`config.mk`:
```
export PLATFORM = sky130hd
export DESIGN_NAME = data_mem_arbiter_n
export DESIGN_NICKNAME = d
export VERILOG_FILES = /design/src/rtl/data_mem_arb_pkg.sv /design/src/rtl/data_mem_arb_tag_fifo.sv /design/src/rtl/data_mem_arbiter_n.sv
export SDC_FILE = /design/constraint.sdc
export NUM_CORES = 1
export LEC_CHECK = 0
export ABC_AREA = 1
export CAP_MARGIN = 20
export CORE_AREA = 5 5 109 111
export DETAILED_ROUTE_END_ITERATION = 8
export DIE_AREA = 0 0 114 116
export PLACE_DENSITY = 0.7
export SYNTH_ARGS = -nofsm -noshare
export SYNTH_HDL_FRONTEND = slang
export SYNTH_SLANG_ARGS = --single-unit
```
`constraint.sdc`:
```
create_clock -name clk_i -period 2.2 [get_ports clk_i]
set_input_delay 0.44 -clock clk_i [delete_from_list [all_inputs] [get_ports clk_i]]
set_output_delay 0.44 -clock clk_i [all_outputs]
set_load 0.02 [all_outputs]
```
`src/rtl/data_mem_arb_pkg.sv`:
```
// Shared helpers for the N-port data-memory arbiter.
// DATA_MEM_ARB_RR_EN selects round-robin instead of fixed priority.
package data_mem_arb_pkg;

  typedef enum logic {
    ARB_FIXED = 1'b0,
    ARB_RR    = 1'b1
  } arb_mode_e;

  // Width of a port/slot index; never narrower than one bit.
  function automatic int idx_width(input int n);
    return (n > 1) ? $clog2(n) : 1;
  endfunction

  function automatic int cnt_width(input int m);
    return $clog2(m + 1);
  endfunction

`ifdef DATA_MEM_ARB_RR_EN
  localparam arb_mode_e ARB_MODE = ARB_RR;
`else
  localparam arb_mode_e ARB_MODE = ARB_FIXED;
`endif

endpackage

```
`src/rtl/data_mem_arb_tag_fifo.sv`:
```
// In-order FIFO of requester indices for granted-but-unanswered requests.
// Head is read combinationally so the response can be routed in the same cycle.
module data_mem_arb_tag_fifo
  import data_mem_arb_pkg::*;
#(
  parameter int DEPTH = 4,
  parameter int W     = 1,
  localparam int PTR_W = idx_width(DEPTH),
  localparam int CNT_W = cnt_width(DEPTH)
) (
  input  logic             clk_i,
  input  logic             rst_ni,
  input  logic             push_i,
  input  logic [W-1:0]     data_i,
  input  logic             pop_i,
  output logic [W-1:0]     data_o,
  output logic             full_o,
  output logic             empty_o,
  output logic [CNT_W-1:0] count_o
);

  logic [W-1:0]     mem_q [DEPTH];
  logic [PTR_W-1:0] wr_ptr_q, wr_ptr_d;
  logic [PTR_W-1:0] rd_ptr_q, rd_ptr_d;
  logic [CNT_W-1:0] cnt_q, cnt_d;
  logic             do_push, do_pop;

  function automatic logic [PTR_W-1:0] ptr_inc(input logic [PTR_W-1:0] p);
    return (p == PTR_W'(DEPTH - 1)) ? '0 : p + PTR_W'(1);
  endfunction

  assign full_o  = (cnt_q == CNT_W'(DEPTH));
  assign empty_o = (cnt_q == '0);
  assign count_o = cnt_q;
  assign data_o  = mem_q[rd_ptr_q];

  assign do_push = push_i && !full_o;
  assign do_pop  = pop_i && !empty_o;

  always_comb begin
    wr_ptr_d = do_push ? ptr_inc(wr_ptr_q) : wr_ptr_q;
    rd_ptr_d = do_pop  ? ptr_inc(rd_ptr_q) : rd_ptr_q;
    cnt_d    = cnt_q;
    case ({do_push, do_pop})
      2'b10:   cnt_d = cnt_q + CNT_W'(1);
      2'b01:   cnt_d = cnt_q - CNT_W'(1);
      default: cnt_d = cnt_q;
    endcase
  end

  always_ff @(posedge clk_i or negedge rst_ni) begin
    if (!rst_ni) begin
      wr_ptr_q <= '0;
      rd_ptr_q <= '0;
      cnt_q    <= '0;
    end else begin
      wr_ptr_q <= wr_ptr_d;
      rd_ptr_q <= rd_ptr_d;
      cnt_q    <= cnt_d;
    end
  end

  // Storage needs no reset: entries are only read while counted as valid.
  always_ff @(posedge clk_i) begin
    if (do_push) mem_q[wr_ptr_q] <= data_i;
  end

endmodule

```
`src/rtl/data_mem_arbiter_n.sv`:
```
// N-port arbiter onto one OBI-style data port with in-order response routing.
// Define DATA_MEM_ARB_RR_EN for round-robin; otherwise lowest index wins.
module data_mem_arbiter_n
  import data_mem_arb_pkg::*;
#(
  parameter int NUM_PORTS = 2,
  parameter int ADDR_W    = 32,
  parameter int DATA_W    = 32,
  parameter int MAX_OUTST = 4,
  localparam int BE_W  = DATA_W / 8,
  localparam int IDX_W = idx_width(NUM_PORTS),
  localparam int CNT_W = cnt_width(MAX_OUTST)
) (
  input  logic                              clk_i,
  input  logic                              rst_ni,
  input  logic [NUM_PORTS-1:0]              req_i,
  input  logic [NUM_PORTS-1:0]              we_i,
  input  logic [NUM_PORTS-1:0][BE_W-1:0]    be_i,
  input  logic [NUM_PORTS-1:0][ADDR_W-1:0]  addr_i,
  input  logic [NUM_PORTS-1:0][DATA_W-1:0]  wdata_i,
  output logic [NUM_PORTS-1:0]              gnt_o,
  output logic [NUM_PORTS-1:0]              rvalid_o,
  output logic [NUM_PORTS-1:0]              err_o,
  output logic [DATA_W-1:0]                 rdata_o,
  output logic                              data_req_o,
  output logic                              data_we_o,
  output logic [BE_W-1:0]                   data_be_o,
  output logic [ADDR_W-1:0]                 data_addr_o,
  output logic [DATA_W-1:0]                 data_wdata_o,
  input  logic                              data_gnt_i,
  input  logic                              data_rvalid_i,
  input  logic                              data_err_i,
  input  logic [DATA_W-1:0]                 data_rdata_i,
  output logic [CNT_W-1:0]                  outst_cnt_o,
  output logic                              proto_err_o
);

  logic             any_req, lock_drop, hs, pop;
  logic             fifo_full, fifo_empty;
  logic             lock_q;
  logic [IDX_W-1:0] lock_idx_q;
  logic [IDX_W-1:0] arb_idx, sel, mux_idx, head_idx;
  logic             proto_err_q;

  assign any_req   = |req_i;
  assign lock_drop = lock_q && !req_i[lock_idx_q];

`ifdef DATA_MEM_ARB_RR_EN
  logic [IDX_W-1:0] rr_ptr_q;

  always_comb begin
    int   j;
    logic found;
    arb_idx = '0;
    found   = 1'b0;
    j       = 0;
    for (int k = 0; k < NUM_PORTS; k++) begin
      j = int'(rr_ptr_q) + k;
      if (j >= NUM_PORTS) j = j - NUM_PORTS;
      if (!found && req_i[j]) begin
        found   = 1'b1;
        arb_idx = IDX_W'(j);
      end
    end
  end

  always_ff @(posedge clk_i or negedge rst_ni) begin
    if (!rst_ni) begin
      rr_ptr_q <= '0;
    end else if (hs) begin
      rr_ptr_q <= (sel == IDX_W'(NUM_PORTS - 1)) ? '0 : sel + IDX_W'(1);
    end
  end
`else
  always_comb begin
    arb_idx = '0;
    for (int i = NUM_PORTS - 1; i >= 0; i--) begin
      if (req_i[i]) arb_idx = IDX_W'(i);
    end
  end
`endif

  // A dropped lock suppresses the request for one cycle; re-arbitration follows.
  assign sel        = (lock_q && !lock_drop) ? lock_idx_q : arb_idx;
  assign mux_idx    = any_req ? sel : '0;
  assign data_req_o = any_req && !fifo_full && !lock_drop;
  assign hs         = data_req_o && data_gnt_i;
  assign pop        = data_rvalid_i && !fifo_empty;

  assign data_we_o    = we_i[mux_idx];
  assign data_be_o    = be_i[mux_idx];
  assign data_addr_o  = addr_i[mux_idx];
  assign data_wdata_o = wdata_i[mux_idx];
  assign rdata_o      = data_rdata_i;
  assign proto_err_o  = proto_err_q;

  for (genvar gi = 0; gi < NUM_PORTS; gi++) begin : g_port
    assign gnt_o[gi]    = hs && (sel == IDX_W'(gi));
    assign rvalid_o[gi] = pop && (head_idx == IDX_W'(gi));
    assign err_o[gi]    = rvalid_o[gi] && data_err_i;
  end

  data_mem_arb_tag_fifo #(
    .DEPTH (MAX_OUTST),
    .W     (IDX_W)
  ) u_tag_fifo (
    .clk_i   (clk_i),
    .rst_ni  (rst_ni),
    .push_i  (hs),
    .data_i  (sel),
    .pop_i   (pop),
    .data_o  (head_idx),
    .full_o  (fifo_full),
    .empty_o (fifo_empty),
    .count_o (outst_cnt_o)
  );

  always_ff @(posedge clk_i or negedge rst_ni) begin
    if (!rst_ni) begin
      lock_q     <= 1'b0;
      lock_idx_q <= '0;
    end else if (lock_drop || hs) begin
      lock_q     <= 1'b0;
    end else if (data_req_o && !data_gnt_i) begin
      lock_q     <= 1'b1;
      lock_idx_q <= sel;
    end
  end

  always_ff @(posedge clk_i or negedge rst_ni) begin
    if (!rst_ni) begin
      proto_err_q <= 1'b0;
    end else if (lock_drop || (data_rvalid_i && fifo_empty)) begin
      proto_err_q <= 1'b1;
    end
  end

endmodule

```
==> results.json, run 1 <==
{
  "finish.instance_area_um2": 4130,
  "vias": 2795,
  "hold_viol_final": 0,
  "grt_max_degree": 31,
  "first_pass_iters": 4,
  "hold_path.class": "reg -> reg",
  "dieWidth_um": 114,
  "path_buf_inv": 4,
  "setup.worst_path.class": "in -> reg",
  "reg2reg_depth": 11,
  "crit_family": "buffers and inverters",
  "cp_num_cells": 13,
  "io_pins": 289,
  "grt_setup_unrepaired": "false",
  "ys_seq_elements": 14,
  "antenna_found_initial": 0,
  "drv_slew": 0,
  "worstPathCellList": "dlygate4sd2_1, buf_4, nand2_1, nand3_2, nand3_4, buf_4, ha_1, inv_1, fa_1, nor2_1, nor2_1, nand2_1, xor2_1",
  "worst_setup_path_start_kind": "input port",
  "cts_made_buffers": 3,
  "cts.sinks": 14,
  "num_rows": 38,
  "htreeDepth": 1,
  "status": "complete, no violations",
  "syn_nets": 535,
  "cts_buffer_depth": 2,
  "die_h_um": 116,
  "dp_slack_ns": -0.501,
  "cts_tree": "built",
  "min_period_ns": 2.03,
  "ant_nets": 0,
  "startpoint": "req_i[1]",
  "rr_endpoint": "u_tag_fifo.count_o[2]",
  "worst_slew_pin_slew_ns": 0.486,
  "total_leakage_power_nw": 2.16,
  "p_total_mw": 2.64,
  "clk_pin_slew_ns": 0.06,
  "cp-end-kind": "register",
  "io_buffers": 224,
  "path_max_fanout": 4,
  "avgSynthCellArea_um2": 5.66,
  "core-area_um2": 10700,
  "insertedDiodeCount": 0,
  "arrival_ns": 2.20,
  "ys_warn_count": 0,
  "critical_path.endpoint": "u_tag_fifo.count_o[2]",
  "clk_latency_ns": 0.24,
  "place_area_um2": 4230,
  "max_stage_delay_ns": 0.38,
  "setup_ws_ns": 0.166,
  "viasPerCell": 4.00,
  "cp_slowest_cell": "fa_1",
  "start_util_pct": 18.6,
  "grt_pass1_vias": 2867,
  "setup_viol": 0,
  "drt-total-wl_mm": 9.29,
  "wl_per_cell_um": 13.3,
  "synth.distinct_cells": 23,
  "timing.rr.start": "u_tag_fifo.count_o[0]",
  "grt_pass1_wl_mm": 13.4,
  "syn_area_um2": 1990,
  "remaining_drc_errors": 0,
  "synth_seq_area_share_pct": 18.6,
  "netlist_instances": 351,
  "drt_iter0_drc": 70,
  "skew_ns": 0.00235,
  "overflow": 0,
  "max-slew-margin-rel_pct": 67.5,
  "drive_gt1_share_pct": 19.7,
  "cap_violations": 0,
  "clock.fmax_mhz": 492,
  "dpl.hpwl_mm": 7.67,
  "required_ns": 2.37,
  "syn_to_final_growth_pct": 108,
  "nets": 743,
  "hold_buffers": 0,
  "irDropWorstVdd_v": 0.000435,
  "cts-root-buf": "clkbuf_8",
  "post-route-period-util_pct": 92.5,
  "power.density_nw_per_um2": 639,
  "gp_congestion": 0.789,
  "grt_usage_pct": 12.2,
  "r2r_setup_slack_ns": 0.23,
  "die-area_um2": 13200,
  "min-delay-start": "proto_err_o"
}
[worst reg2reg max path, delay by kind of cell, from the launching register on]
family	cells	cell delay, ns
DFF	1	0.43
and+or+nand+nor	5	0.55
AOI/OAI and AO/OA	1	0.11
adders and majority gates	2	0.50
buffers and inverters	2	0.17
xor gates and xnor gates	1	0.14
[final cells by class]
class,instances,area [um^2]
Sequential cell,14,370
Tap cell,140,175
Fill cell,1127,6570
Clock buffer,3,41.3
Clock inverter,1,3.75
Inverter,19,83.8
Multi-Input combinational cell,272,1200
Timing Repair Buffer,249,2260
[cell usage after synthesis (all sizes together)]
library cell    n  area, um^2
a21oi           1        16.3
and2            1        6.26
buf            46         372
dfrtp          10         250
edfxtp          4         120
fa              1        20.0
ha              6        75.1
inv            19        73.8
nand2         230         871
nand3           7        52.6
nand3b          1        7.51
nand4           3        18.8
nor2           14        52.6
nor3            1        5.00
o21ai           5        28.8
xnor2           1        8.76
xor2            1        8.76
[registers in the layout (all words and copies together), names as in the netlist]
register,count
lock_idx_q,1
u_tag_fifo.rd_ptr_q,2
u_tag_fifo.count_o,3
u_tag_fifo.mem_q,4
proto_err_o,1
u_tag_fifo.wr_ptr_q,2
lock_q,1
[worst min path at each step]
stage	to	depth (start not counted)	slack (ns)
after floorplan	lock_idx_q	0	0.14
after global placement	proto_err_o	1	0.46
after detailed placement	proto_err_o	1	0.46
after CTS	proto_err_o	1	0.48
after global routing	proto_err_o	1	0.50
final	proto_err_o	1	0.48
[per-layer routing]
metal,GRT usage [%],part of all wire (%),vias to the layer above
met1,13.7,37,1195
met2,22.1,51,144
li1,-,-,1434
met4,3.25,2.0,0
met3,4.07,9.9,22
met5,0,0,-
[layout by cell type (no fill, tap or decap), drive strengths merged, types with 2 or more instances in the layout]
| master | n |
|---|---|
| nand2 | 230 |
| clkdlybuf4s50 | 146 |
| buf | 92 |
| inv | 18 |
| nor2 | 14 |
| dfrtp | 10 |
| nand3 | 7 |
| ha | 6 |
| clkbuf | 6 |
| dlygate4sd2 | 5 |
| o21ai | 5 |
| edfxtp | 4 |
| nand4 | 3 |
| dlymetal6s2s | 2 |
| clkinv | 2 |
[where the power goes]
part           total [mW]  switching [mW]  internal [mW]
combinational        1.96            1.04          0.913
sequential          0.468           0.102          0.367
clock               0.213          0.0897          0.123
total                2.64            1.23           1.40
[cells by family (layout without fill, tap and decap cells)]
| family | Yosys count | count (layout) | synth area share (%) |
|---|---|---|---|
| compound gates | 6 | 6 | 2.27 |
| fa+ha+maj | 7 | 7 | 4.79 |
| xor+xnor | 2 | 2 | 0.882 |
| flops | 14 | 14 | 18.6 |
| buf+inv | 65 | 272 | 22.4 |
| simple gates | 257 | 257 | 51.0 |
[per-stage QoR]
| step | TNS [ns] | hold slack, ns | instances | util (%) |
|---|---|---|---|---|
| floorplan | 0 | 0.144 | 351 | - |
| global placement | -30.29 | 0.463 | 689 | 39.5 |
| detailed placement | -31.31 | 0.459 | 689 | 39.5 |
| CTS | 0 | 0.478 | 695 | 37.6 |
| global route | 0 | 0.501 | 698 | 38.6 |
| finish | 0 | 0.482 | 698 | 38.6 |
[repair_timing]
action,in CTS,in global routing
pin swaps,1,3
gates resized for setup,303,16
buffers inserted,1,1
gates cloned,1,2
endpoints found under the setup margin,76,73
(Power assumes the default switching activity.)
==> inputs of run 2 (changes only) <==
--- a/config.mk
+++ b/config.mk
@@ -8,6 +8,7 @@
 export ABC_AREA = 1
 export CAP_MARGIN = 20
 export CORE_AREA = 5 5 109 111
+export CTS_CLUSTER_DIAMETER = 30
 export DETAILED_ROUTE_END_ITERATION = 8
 export DIE_AREA = 0 0 114 116
 export PLACE_DENSITY = 0.7
==> results of run 2 <==
No change in the layout: final DEF, timing and power equal those of run 1.
==> inputs of run 3 (changes only) <==
--- a/config.mk
+++ b/config.mk
@@ -7,11 +7,12 @@
 export LEC_CHECK = 0
 export ABC_AREA = 1
 export CAP_MARGIN = 20
-export CORE_AREA = 5 5 109 111
+export CORE_AREA = 5 5 110 112
 export CTS_CLUSTER_DIAMETER = 30
 export DETAILED_ROUTE_END_ITERATION = 8
-export DIE_AREA = 0 0 114 116
-export PLACE_DENSITY = 0.7
+export DIE_AREA = 0 0 115 117
+export PLACE_DENSITY = 0.71
 export SYNTH_ARGS = -nofsm -noshare
 export SYNTH_HDL_FRONTEND = slang
 export SYNTH_SLANG_ARGS = --single-unit
+export TNS_END_PERCENT = 50
==> constraint.sdc (replaced) <==
create_clock -name clk_i -period 1.8 [get_ports clk_i]
set_input_delay 0.36 -clock clk_i [delete_from_list [all_inputs] [get_ports clk_i]]
set_output_delay 0.36 -clock clk_i [all_outputs]
set_load 0.02 [all_outputs]
==> run 3 against run 2 <==
  * The run now ends with negative setup slack left
  * Count of clock-buffer cells in the layout up 1
  * Core utilization grew 11 points
  * Combinational power up 81%
  * Hold slack worse by 0.022 ns
  * Register-to-register slack got worse by 0.30 ns
  * Global-route usage increased by 4.1 points
  * Critical path depth shrank 4
  * First-iteration DRC count increased by 53%
  * Wire length grew 33%
  * Non-clock buffer count is 39 higher
  * Sequential share of layout area down 2.2 points
  * Critical path type is now reg -> out
  * Critical endpoint is now data_be_o[0]
  * Largest cell class unchanged
==> results.json, run 3 (synthesized netlist as in run 1, its figures left out) <==
{
  "cts-root-buf": "clkbuf_16",
  "final_cell_mix": "144 x clkdlybuf4s50_1, 118 x nand2_1, 78 x nand2_2, 70 x buf_6, 33 x nand2_4",
  "finalSetupTns_ns": -8.89,
  "htreeDepth": 1,
  "wl_per_cell_um": 16.7,
  "cp_num_cells": 9,
  "irDropWorstVdd_v": 0.000790,
  "met1Wirelength_mm": 4.65,
  "cp_common_cell": "buf_12",
  "start_util_pct": 17.9,
  "grt_pass1_vias": 3279,
  "post-route-period-util_pct": 111,
  "setup_ws_ns": -0.201,
  "largest_register_ffs": 4,
  "reg2reg_depth": 11,
  "seq_area_um2": 373,
  "wl_met2_mm": 6.56,
  "dpl.hpwl_mm": 8.38,
  "setup_viol": 73,
  "min-delay-start": "data_rvalid_i",
  "max-slew-margin-rel_pct": 63.7,
  "worst_slew_pin_slew_ns": 0.543,
  "cts.sinks": 14,
  "required_ns": 1.44,
  "path_buf_inv": 5,
  "setup.worst_path.class": "reg -> out",
  "cp-end-kind": "output port",
  "io_buffers": 224,
  "gp_congestion": 0.778,
  "final_common_cell": "clkdlybuf4s50_1",
  "crit_family": "buffers and inverters",
  "clk_latency_ns": 0.24,
  "dieWidth_um": 115,
  "clk_pin_slew_ns": 0.05,
  "cts_tree": "built",
  "die-area_um2": 13500,
  "vias": 3088,
  "num_rows": 39,
  "drive_gt1_share_pct": 46.2,
  "cts_made_buffers": 3,
  "remaining_drc_errors": 0,
  "hold_path.class": "in -> reg",
  "violations": "negative setup slack",
  "core-area_um2": 11100,
  "io_pins": 289,
  "arrival_ns": 1.64,
  "syn_to_final_growth_pct": 179,
  "grt_max_degree": 18,
  "worstPathCellList": "nand3_2, nand2_8, buf_12, buf_12, buf_16, buf_12, nand2_1, nand2_2, buf_6",
  "whs_path_depth": 3,
  "min_period_ns": 2.00,
  "worst_setup_path_start_kind": "register",
  "hold_buffers": 0,
  "grt_usage_pct": 16.3,
  "max_stage_delay_ns": 0.39,
  "overflow": 0,
  "final_core_util_pct": 49.8,
  "antenna_found_initial": 0,
  "first_pass_iters": 4,
  "cap_violations": 0,
  "grt_setup_unrepaired": "true",
  "die_h_um": 117,
  "top_register": "u_tag_fifo.mem_q",
  "hold_viol_final": 0,
  "status": "complete, but fails checks",
  "clock.fmax_mhz": 500,
  "drv_slew": 0,
  "timing.rr.start": "lock_idx_q",
  "ant_nets": 0,
  "nets": 782,
  "path_max_fanout": 7,
  "drt_iter0_drc": 107,
  "grt_pass1_wl_mm": 17.1,
  "cts_buffer_depth": 2,
  "p_total_mw": 4.57,
  "viasPerCell": 4.17,
  "drt-total-wl_mm": 12.4,
  "insertedDiodeCount": 0,
  "power.density_nw_per_um2": 824,
  "total_leakage_power_nw": 2.74,
  "cp_slowest_cell": "dfrtp_1",
  "fill_cells": 996,
  "skew_ns": 0.00211,
  "top_layer_used": "met4",
  "route.met3.wl_um": 920,
  "startpoint": "lock_idx_q",
  "multiInputGateArea_um2": 1670
}
[run 3: layer usage]
metal,vias up,track usage (%)
li1,1518,-
met1,1422,19.6
met5,-,0
met4,0,3.36
met3,22,4.37
met2,126,29.3
[run 3: worst register-to-register path, cell delays in order (launching register included)]
cell,delay (ns)
dfrtp_1,0.39
buf_4,0.14
buf_6,0.11
nand2_1,0.07
nand3_2,0.11
nand3_4,0.11
ha_4,0.13
inv_2,0.04
fa_2,0.36
nand2_1,0.08
nand2_1,0.06
xor2_1,0.16
[run 3: final timing paths]
kind | end | slack, ns
worst min-delay path | proto_err_o | 0.46
worst max register to register | u_tag_fifo.count_o[2] | -0.07
min in group asynchronous | u_tag_fifo.rd_ptr_q[0] | 0.48
max in group asynchronous | u_tag_fifo.count_o[0] | 0.93
worst max-delay path | data_be_o[0] | -0.20
worst min register to register | proto_err_o | 0.49
[run 3: cell type report]
class,instances,share of cell area (%)
tap,143,3.23
timing repair buffer,288,56.7
inverter,19,1.58
multi-input combinational,272,30.1
sequential,14,6.72
clock buffer,4,1.60
[run 3: stage by stage]
step | std cells | cell area (um^2) | hold WS [ns] | setup slack (ns)
detailed placement | 694 | 4270 | 0.467 | -0.731
global route | 740 | 5550 | 0.483 | -0.261
floorplan | 351 | 2000 | 0.0644 | 0.000892
finish | 740 | 5550 | 0.459 | -0.201
CTS | 735 | 5250 | 0.488 | -0.276
global placement | 694 | 4270 | 0.464 | -0.744
[run 3: timing repair]
action | in CTS | in global routing
gates resized for setup | 502 | 115
cloned | 13 | 0
setup buffers | 24 | 11
pin swaps | 24 | 21
endpoints found under the setup margin | 80 | 76
[run 3: power breakdown]
group	internal, mW	switching, mW
registers	0.454	0.116
clock network	0.336	0.124
logic	1.83	1.70
